===== src/rtl/mem_arbiter.sv =====
// Two-port arbiter and access sequencer in front of a single-port memory.
// Define MEM_ARB_RR_EN for round-robin ties; otherwise p1 wins ties.
module mem_arbiter #(
    parameter int ADDR_W = 32,
    parameter int DATA_W = 32
) (
    input  logic              clk,
    input  logic              rst,
    input  logic              p0_req_valid,
    output logic              p0_req_ready,
    input  logic              p0_req_write,
    input  logic [ADDR_W-1:0] p0_req_addr,
    input  logic [DATA_W-1:0] p0_req_wdata,
    output logic              p0_rsp_valid,
    output logic [DATA_W-1:0] p0_rsp_rdata,
    input  logic              p1_req_valid,
    output logic              p1_req_ready,
    input  logic              p1_req_write,
    input  logic [ADDR_W-1:0] p1_req_addr,
    input  logic [DATA_W-1:0] p1_req_wdata,
    output logic              p1_rsp_valid,
    output logic [DATA_W-1:0] p1_rsp_rdata,
    output logic              mem_read,
    output logic              mem_write,
    output logic [ADDR_W-1:0] mem_addr,
    output logic [DATA_W-1:0] mem_wdata,
    input  logic [DATA_W-1:0] mem_data
);

    typedef enum logic [1:0] {IDLE, ISSUE, WAIT, RESP} state_t;

    state_t state;
    state_t state_nx;
    logic   own;
    logic   lat_write;
    logic   gnt0;
    logic   gnt1;
    logic   hs;
    logic   sel_write;
    logic [ADDR_W-1:0] sel_addr;
    logic [DATA_W-1:0] sel_wdata;

`ifdef MEM_ARB_RR_EN
    logic last_grant;

    // On a tie, the port that did not win last time goes next.
    assign gnt1 = p1_req_valid && (!p0_req_valid || !last_grant);

    always_ff @(posedge clk) begin
        if (rst) begin
            last_grant <= 1'b1;
        end else if (hs) begin
            last_grant <= gnt1;
        end
    end
`else
    assign gnt1 = p1_req_valid;
`endif

    assign gnt0 = p0_req_valid && !gnt1;
    assign hs   = (state == IDLE) && !rst && (gnt0 || gnt1);

    assign p0_req_ready = hs && gnt0;
    assign p1_req_ready = hs && gnt1;

    assign sel_write = gnt1 ? p1_req_write : p0_req_write;
    assign sel_addr  = gnt1 ? p1_req_addr  : p0_req_addr;
    assign sel_wdata = gnt1 ? p1_req_wdata : p0_req_wdata;

    always_ff @(posedge clk) begin
        if (rst) begin
            state <= IDLE;
        end else begin
            state <= state_nx;
        end
    end

    always_comb begin
        state_nx = state;
        unique case (state)
            IDLE:    if (hs) state_nx = ISSUE;
            ISSUE:   state_nx = lat_write ? RESP : WAIT;
            WAIT:    state_nx = RESP;
            RESP:    state_nx = IDLE;
            default: state_nx = IDLE;
        endcase
    end

    // Strobes and response pulses default low so each lasts one cycle.
    always_ff @(posedge clk) begin
        if (rst) begin
            own          <= 1'b0;
            lat_write    <= 1'b0;
            mem_read     <= 1'b0;
            mem_write    <= 1'b0;
            mem_addr     <= '0;
            mem_wdata    <= '0;
            p0_rsp_valid <= 1'b0;
            p1_rsp_valid <= 1'b0;
            p0_rsp_rdata <= '0;
            p1_rsp_rdata <= '0;
        end else begin
            mem_read     <= 1'b0;
            mem_write    <= 1'b0;
            p0_rsp_valid <= 1'b0;
            p1_rsp_valid <= 1'b0;
            if (hs) begin
                own       <= gnt1;
                lat_write <= sel_write;
                mem_addr  <= sel_addr;
                mem_wdata <= sel_wdata;
                mem_read  <= !sel_write;
                mem_write <= sel_write;
            end else if (state == ISSUE && lat_write) begin
                if (own) begin
                    p1_rsp_valid <= 1'b1;
                    p1_rsp_rdata <= '0;
                end else begin
                    p0_rsp_valid <= 1'b1;
                    p0_rsp_rdata <= '0;
                end
            end else if (state == WAIT) begin
                if (own) begin
                    p1_rsp_valid <= 1'b1;
                    p1_rsp_rdata <= mem_data;
                end else begin
                    p0_rsp_valid <= 1'b1;
                    p0_rsp_rdata <= mem_data;
                end
            end
        end
    end

endmodule


===== config.mk =====
export PLATFORM = sky130hd
export DESIGN_NAME = mem_arbiter
export DESIGN_NICKNAME = d
export VERILOG_FILES = /design/src/rtl/mem_arbiter.sv
export SDC_FILE = /design/constraint.sdc
export NUM_CORES = 1
export LEC_CHECK = 0
export CAP_MARGIN = 20
export CORE_MARGIN = 10
export CORE_UTILIZATION = 39
export DETAILED_ROUTE_END_ITERATION = 12
export PLACE_DENSITY_LB_ADDON = 0.25
export SLEW_MARGIN = 20
export SYNTH_ARGS = -nofsm -noshare
export SYNTH_HDL_FRONTEND = slang
export SYNTH_SLANG_ARGS = --single-unit

===== constraint.sdc =====
create_clock -name clk -period 3.8 [get_ports clk]
set_input_delay 0.38 -clock clk [delete_from_list [all_inputs] [get_ports clk]]
set_output_delay 0.38 -clock clk [all_outputs]
set_load 0.01 [all_outputs]

==> results of run 1 <==
stage by stage:
step           instances  power (mW)
6_report            1044        5.45
5_1_grt             1044        5.72
3_3_place_gp        1012        3.59
3_5_place_dp        1012        3.64
4_1_cts             1044        5.50
2_1_floorplan        573        2.72
kinds of logic after synthesis:
kind of cell	synth area share
AOI/OAI and AO/OA	0.134
muxes	0.115
and+or+nand+nor	0.206
DFF	0.480
adders and majority gates	0.00882
buffers and inverters	0.0567
registers in the layout, indices dropped and copies added, names as in the netlist:
signal,flops
mem_addr,32
mem_write,1
p1_rsp_rdata,32
lat_write,1
p1_rsp_valid,1
mem_wdata,32
state,2
p0_rsp_rdata,32
own,1
p0_rsp_valid,1
mem_read,1
cells in the final DEF, fill, tap and decap left out, drive strengths merged:
cell type and instances:
o21ai 129, ha 4, clkbuf 22, buf 9
o211ai 2, inv 4, nor2b 1, dfxtp 136
nand3b 126, clkinvlp 4, mux2i 65, nand3 2
a21o 3, nor2 6, nand2 33, clkdlybuf4s50 297
a211oi 2, and2 2, nor3b 1, a21oi 4
nor4 2, bufinv 5, nand2b 1
metal layers:
metal	up-vias	wire, um	track usage	part of all wire
li1	2592	-	-	-
met3	12	2360	0.103	0.12
met2	225	9630	0.322	0.49
met1	2478	7500	0.202	0.38
met5	-	0	0	0
met4	0	180	0.0473	0.0092
power breakdown:
group | switching (mW) | total (mW) | internal, mW
logic | 0.809 | 1.68 | 0.870
registers | 0.178 | 1.92 | 1.74
clock network | 0.607 | 1.84 | 1.24
worst reg2reg max path, cell delays in order (launching register included):
cell      delay (ps)
dfxtp_1          320
inv_1            110
ha_1             290
nand2b_4         120
o211ai_4         550
buf_4            440
nand3b_1         140
o21ai_1           90
worst min-delay path by stage:
stage	cells after the start	from	to
finish	2	mem_addr[22]	mem_addr[22]
global route	2	p0_rsp_rdata[22]	p0_rsp_rdata[22]
CTS	2	mem_addr[22]	mem_addr[22]
detailed placement	2	mem_addr[22]	mem_addr[22]
global placement	2	p0_rsp_rdata[24]	p0_rsp_rdata[24]
floorplan	2	state[1]	state[1]
area by class of cell:
class / count / area, sq um
Fill cell: 1146 / 5060
Timing Repair Buffer: 306 / 3040
Sequential cell: 136 / 2720
Multi-Input combinational cell: 383 / 2630
Clock buffer: 22 / 484
Tap cell: 184 / 230
Clock inverter: 10 / 189
Inverter: 3 / 11.3
==> impl_metrics.env, run 1 <==
export IMPL_status="complete, no violations"
export IMPL_r2r_start="state[1]"
export IMPL_clock_path_buffers=2
export IMPL_synthCells=573
export IMPL_die_y_um=141
export IMPL_synth_area_sq_um=5680
export IMPL_holdWs_ps=479
export IMPL_power_density_nw_per_um2=585
export IMPL_synth_flop_cell="dfxtp_1"
export IMPL_holdBufCountCts=0
export IMPL_fin_setup_tns_ps=0
export IMPL_rows=44
export IMPL_synth_area_top_cells="dfxtp_1 48%, nand3b_1 17%, mux2i_1 11%"
export IMPL_crit_family="buffers and inverters"
export IMPL_endpoint="p0_req_ready"
export IMPL_rsz0062_at_grt="no"
export IMPL_viasPerCell=5.08
export IMPL_synth_nets=743
export IMPL_yosysWarnings=0
export IMPL_cp_max_fo=5
export IMPL_place_area_sq_um=8630
export IMPL_io_pins=300
export IMPL_first_pass_iters=6
export IMPL_finalSetupViolations=0
export IMPL_cts_buffers=17
export IMPL_core_area_sq_um=14400
export IMPL_period_needed_ps=2600
export IMPL_wl_per_cell_um=18.8
export IMPL_critPathSlowestCell="clkdlybuf4s50_1"
export IMPL_fin_util=0.648
export IMPL_cts_tree="built"
export IMPL_synthDistinctLibCells=28
export IMPL_maxSlewViolCount=0
export IMPL_start_kind="flip-flop"
export IMPL_required_ps=3420
export IMPL_drive_gt1_frac=0.0547
export IMPL_avgSynthCellArea_sq_um=9.90
export IMPL_post_place_ws_ps=1390
export IMPL_die_w_um=141
export IMPL_htree_levels=4
export IMPL_slew_headroom=0.506
export IMPL_cp_num_cells=5
export IMPL_start_util=0.395
export IMPL_synthTopCellsByCount="136 x dfxtp_1, 126 x nand3b_1, 105 x o21ai_0, 65 x mux2i_1, 33 x nand2_1"
export IMPL_fmax_ghz=0.385
export IMPL_area_growth_pct=64.0
export IMPL_stdcell_area_sq_um=9310
export IMPL_period_share=0.684
export IMPL_track_usage=0.190
export IMPL_routed_wl_um=19700
export IMPL_rrSetupSlack_ps=1690
export IMPL_drv_cap=0
export IMPL_worst_slew_pin_slew_ps=741
export IMPL_antenna_found_initial=0
export IMPL_grt_max_degree=87
export IMPL_final_antenna_net_count=0
export IMPL_yosysSeqAreaShare=0.480
export IMPL_leakagePower_nw=3.49
export IMPL_portBuffers=299
export IMPL_floorplan_die_area_sq_um=19800
export IMPL_finalWorstSetupSlack_ps=1200
export IMPL_fin_nets=1017
export IMPL_grt_pass1_wl_um=30300
export IMPL_cp_end_kind="output port"
export IMPL_ctsResizeCount=0
export IMPL_critPathBufInv=2
export IMPL_diodes=0
export IMPL_grt_pass1_vias=5552
export IMPL_skew_ps=8.25
export IMPL_insertion_delay_ps=410
export IMPL_ff2ff_path_depth=7
export IMPL_worstPathArrival_ps=2220
export IMPL_dp_hpwl_um=15000
export IMPL_drcViolationCount=0
export IMPL_vias=5307
export IMPL_cts_root_buf="clkbuf_16"
export IMPL_yosysTopAreaCell="dfxtp_1"
export IMPL_crit_chain="inv_1 -> ha_1 -> nand2b_4 -> nor3b_1 -> clkdlybuf4s50_1"
export IMPL_yosys_area_top_type_share=0.480
export IMPL_hp_class="flip-flop to flip-flop"
export IMPL_synthArstFlopShare=0
export IMPL_drt_first_iter_violations=185
export IMPL_hold_viol_final=0
export IMPL_cts_setup_buffers=0
export IMPL_clock_sinks=136
export IMPL_ys_ff_latch=136
export IMPL_synth_edf_count=0
export IMPL_peakVddDrop_v=0.000351
export IMPL_cpPeakStageDelay_ps=620
export IMPL_place_congestion=0.794
export IMPL_overflow=0
export IMPL_path_clk_slew_ps=60
export IMPL_criticalPathCategory="flip-flop to output port"
export IMPL_crit_start="state[1]"
export IMPL_timing_rr_end="p1_rsp_rdata[26]"
export IMPL_yosysMostFrequentCell="dfxtp_1"
No activity file was read; power rests on OpenSTA's default activity.
==> inputs of run 2 (changes only) <==
- clock period: 3.8 -> 2.4 ns (I/O delays scaled with it)
==> run 2 against run 1 <==
Cell count up 0.19%. Sequential power up 58%. Clock skew down 2.9 ps. Sequential share of layout area about the same. Worst hold slack worse by 110 ps. Core utilization up 0.061 points. Combinational power up 62%. Global-route usage up 0.25 points.
==> impl_metrics.env, run 2 (synthesis gave the netlist of run 1 again) <==
export IMPL_place_congestion=0.825
export IMPL_hp_class="input pin to flip-flop"
export IMPL_cp_end_kind="output port"
export IMPL_grt_max_degree=74
export IMPL_finalSetupViolations=0
export IMPL_post_place_ws_ps=495
export IMPL_grt_pass1_wl_um=30500
export IMPL_layout_commonest_cell="clkdlybuf4s50_1"
export IMPL_routed_wl_um=19700
export IMPL_switching_share=0.299
export IMPL_crit_family="simple AND/OR/NAND/NOR gates"
export IMPL_rsz0062_at_grt="no"
export IMPL_timing_rr_end="state[1]"
export IMPL_rows=44
export IMPL_cp_max_fo=5
export IMPL_start_util=0.395
export IMPL_crit_chain="inv_1 -> ha_2 -> nor2b_4 -> and2_1 -> dlymetal6s2s_1"
export IMPL_drcViolationCount=0
export IMPL_cts_buffers=17
export IMPL_slew_headroom=0.609
export IMPL_endpoint="p1_req_ready"
export IMPL_worst_slew_pin_slew_ps=586
export IMPL_die_w_um=141
export IMPL_hold_viol_final=0
export IMPL_p_int_mw=5.94
export IMPL_period_share=0.781
export IMPL_period_needed_ps=1870
export IMPL_critPathBufInv=2
export IMPL_track_usage=0.193
export IMPL_core_area_sq_um=14400
export IMPL_dp_hpwl_um=14900
export IMPL_fmax_ghz=0.533
export IMPL_layout_common_cells="295 x clkdlybuf4s50_1, 136 x dfxtp_1, 126 x nand3b_1"
export IMPL_r2r_start="state[0]"
export IMPL_cts_tree="built"
export IMPL_drt_first_iter_violations=335
export IMPL_criticalPathCategory="flip-flop to output port"
export IMPL_htree_levels=4
export IMPL_peakVddDrop_v=0.000541
export IMPL_rrSetupSlack_ps=730
export IMPL_leakagePower_nw=3.53
export IMPL_fin_nets=1019
export IMPL_final_antenna_net_count=0
export IMPL_maxSlewViolCount=0
export IMPL_diodes=0
export IMPL_overflow=0
export IMPL_viasPerCell=5.06
export IMPL_cts_setup_buffers=0
export IMPL_drv_cap=0
export IMPL_worstPathArrival_ps=1630
export IMPL_crit_start="state[0]"
export IMPL_skew_ps=5.36
export IMPL_seqPwrFrac=0.358
export IMPL_hold_depth=3
export IMPL_status="complete, no violations"
export IMPL_antenna_found_initial=0
export IMPL_clock_sinks=136
export IMPL_power_density_nw_per_um2=910
export IMPL_power_mw=8.48
export IMPL_critPathSlowestCell="dfxtp_1"
export IMPL_drive_gt1_frac=0.0568
export IMPL_grt_pass1_vias=5548
export IMPL_portBuffers=299
export IMPL_path_clk_slew_ps=60
export IMPL_clockPowerShare=0.320
export IMPL_io_pins=300
export IMPL_holdBufCountCts=0
export IMPL_start_kind="flip-flop"
export IMPL_cp_num_cells=5
export IMPL_power_frac_comb=0.322
export IMPL_required_ps=2160
export IMPL_p_switching_mw=2.54
export IMPL_die_y_um=141
export IMPL_floorplan_die_area_sq_um=19800
export IMPL_wl_per_cell_um=18.9
export IMPL_fin_setup_tns_ps=0
export IMPL_ff2ff_path_depth=7
export IMPL_vias=5289
export IMPL_first_pass_iters=7
export IMPL_fill_cells=1157
export IMPL_clock_path_buffers=2
export IMPL_cts_root_buf="clkbuf_16"
export IMPL_insertion_delay_ps=410
export IMPL_area_growth_pct=64.1
export IMPL_finalWorstSetupSlack_ps=525
export IMPL_cpPeakStageDelay_ps=320
run 2: power by group through the flow:
stage	logic, mW	registers [mW]	clock network, mW
2_1_floorplan	1.04	3.27	0
3_5_place_dp	2.75	3.07	0
3_3_place_gp	2.68	3.04	0
4_1_cts	2.76	3.03	2.77
5_1_grt	2.96	3.10	2.87
6_report	2.73	3.03	2.72
run 2: how the worst min path moves through the flow:
stage	startpoint	to	slack (ps)
final	p1_req_valid	mem_addr[12]	370
after global routing	mem_data[26]	p1_rsp_rdata[26]	380
after CTS	p1_req_valid	mem_addr[12]	350
after detailed placement	mem_addr[25]	mem_addr[25]	470
after global placement	p1_rsp_rdata[28]	p1_rsp_rdata[28]	460
after floorplan	mem_data[22]	p0_rsp_rdata[22]	390
run 2: final cells by class:
type | count | area [sq um] | share of cell area
sequential | 136 | 2720 | 0.292
timing repair buffer | 308 | 3100 | 0.332
clock inverter | 12 | 175 | 0.0188
multi-input combinational | 383 | 2630 | 0.283
clock buffer | 20 | 447 | 0.0480
tap | 184 | 230 | 0.0247
inverter | 3 | 11.3 | 0.00121
run 2: tightest hold or removal path: stages:
cell and delay [ps]:
buf_4 240, mux2i_1 160, o21ai_1 100
run 2: metal layers:
| layer | track usage | wire [um] | vias up |
|---|---|---|---|
| li1 | - | - | 2592 |
| met1 | 0.210 | 7710 | 2455 |
| met2 | 0.313 | 9430 | 231 |
| met3 | 0.110 | 2370 | 11 |
| met4 | 0.0538 | 210 | 0 |
| met5 | 0 | 0 | - |
run 2: per-stage QoR:
step           cells  cell area (sq um)   util  hold slack (ps)
3_3_place_gp    1014               8690  0.604              463
5_1_grt         1046               9320  0.648              381
6_report        1046               9320  0.648              374
2_1_floorplan    573               5680      -              389
3_5_place_dp    1014               8690  0.604              471
4_1_cts         1046               9310  0.648              355
run 2: timing repair:
action	in CTS	in global routing
setup endpoints to repair	0	2
resized for setup	0	3
hold endpoints to repair	0	0
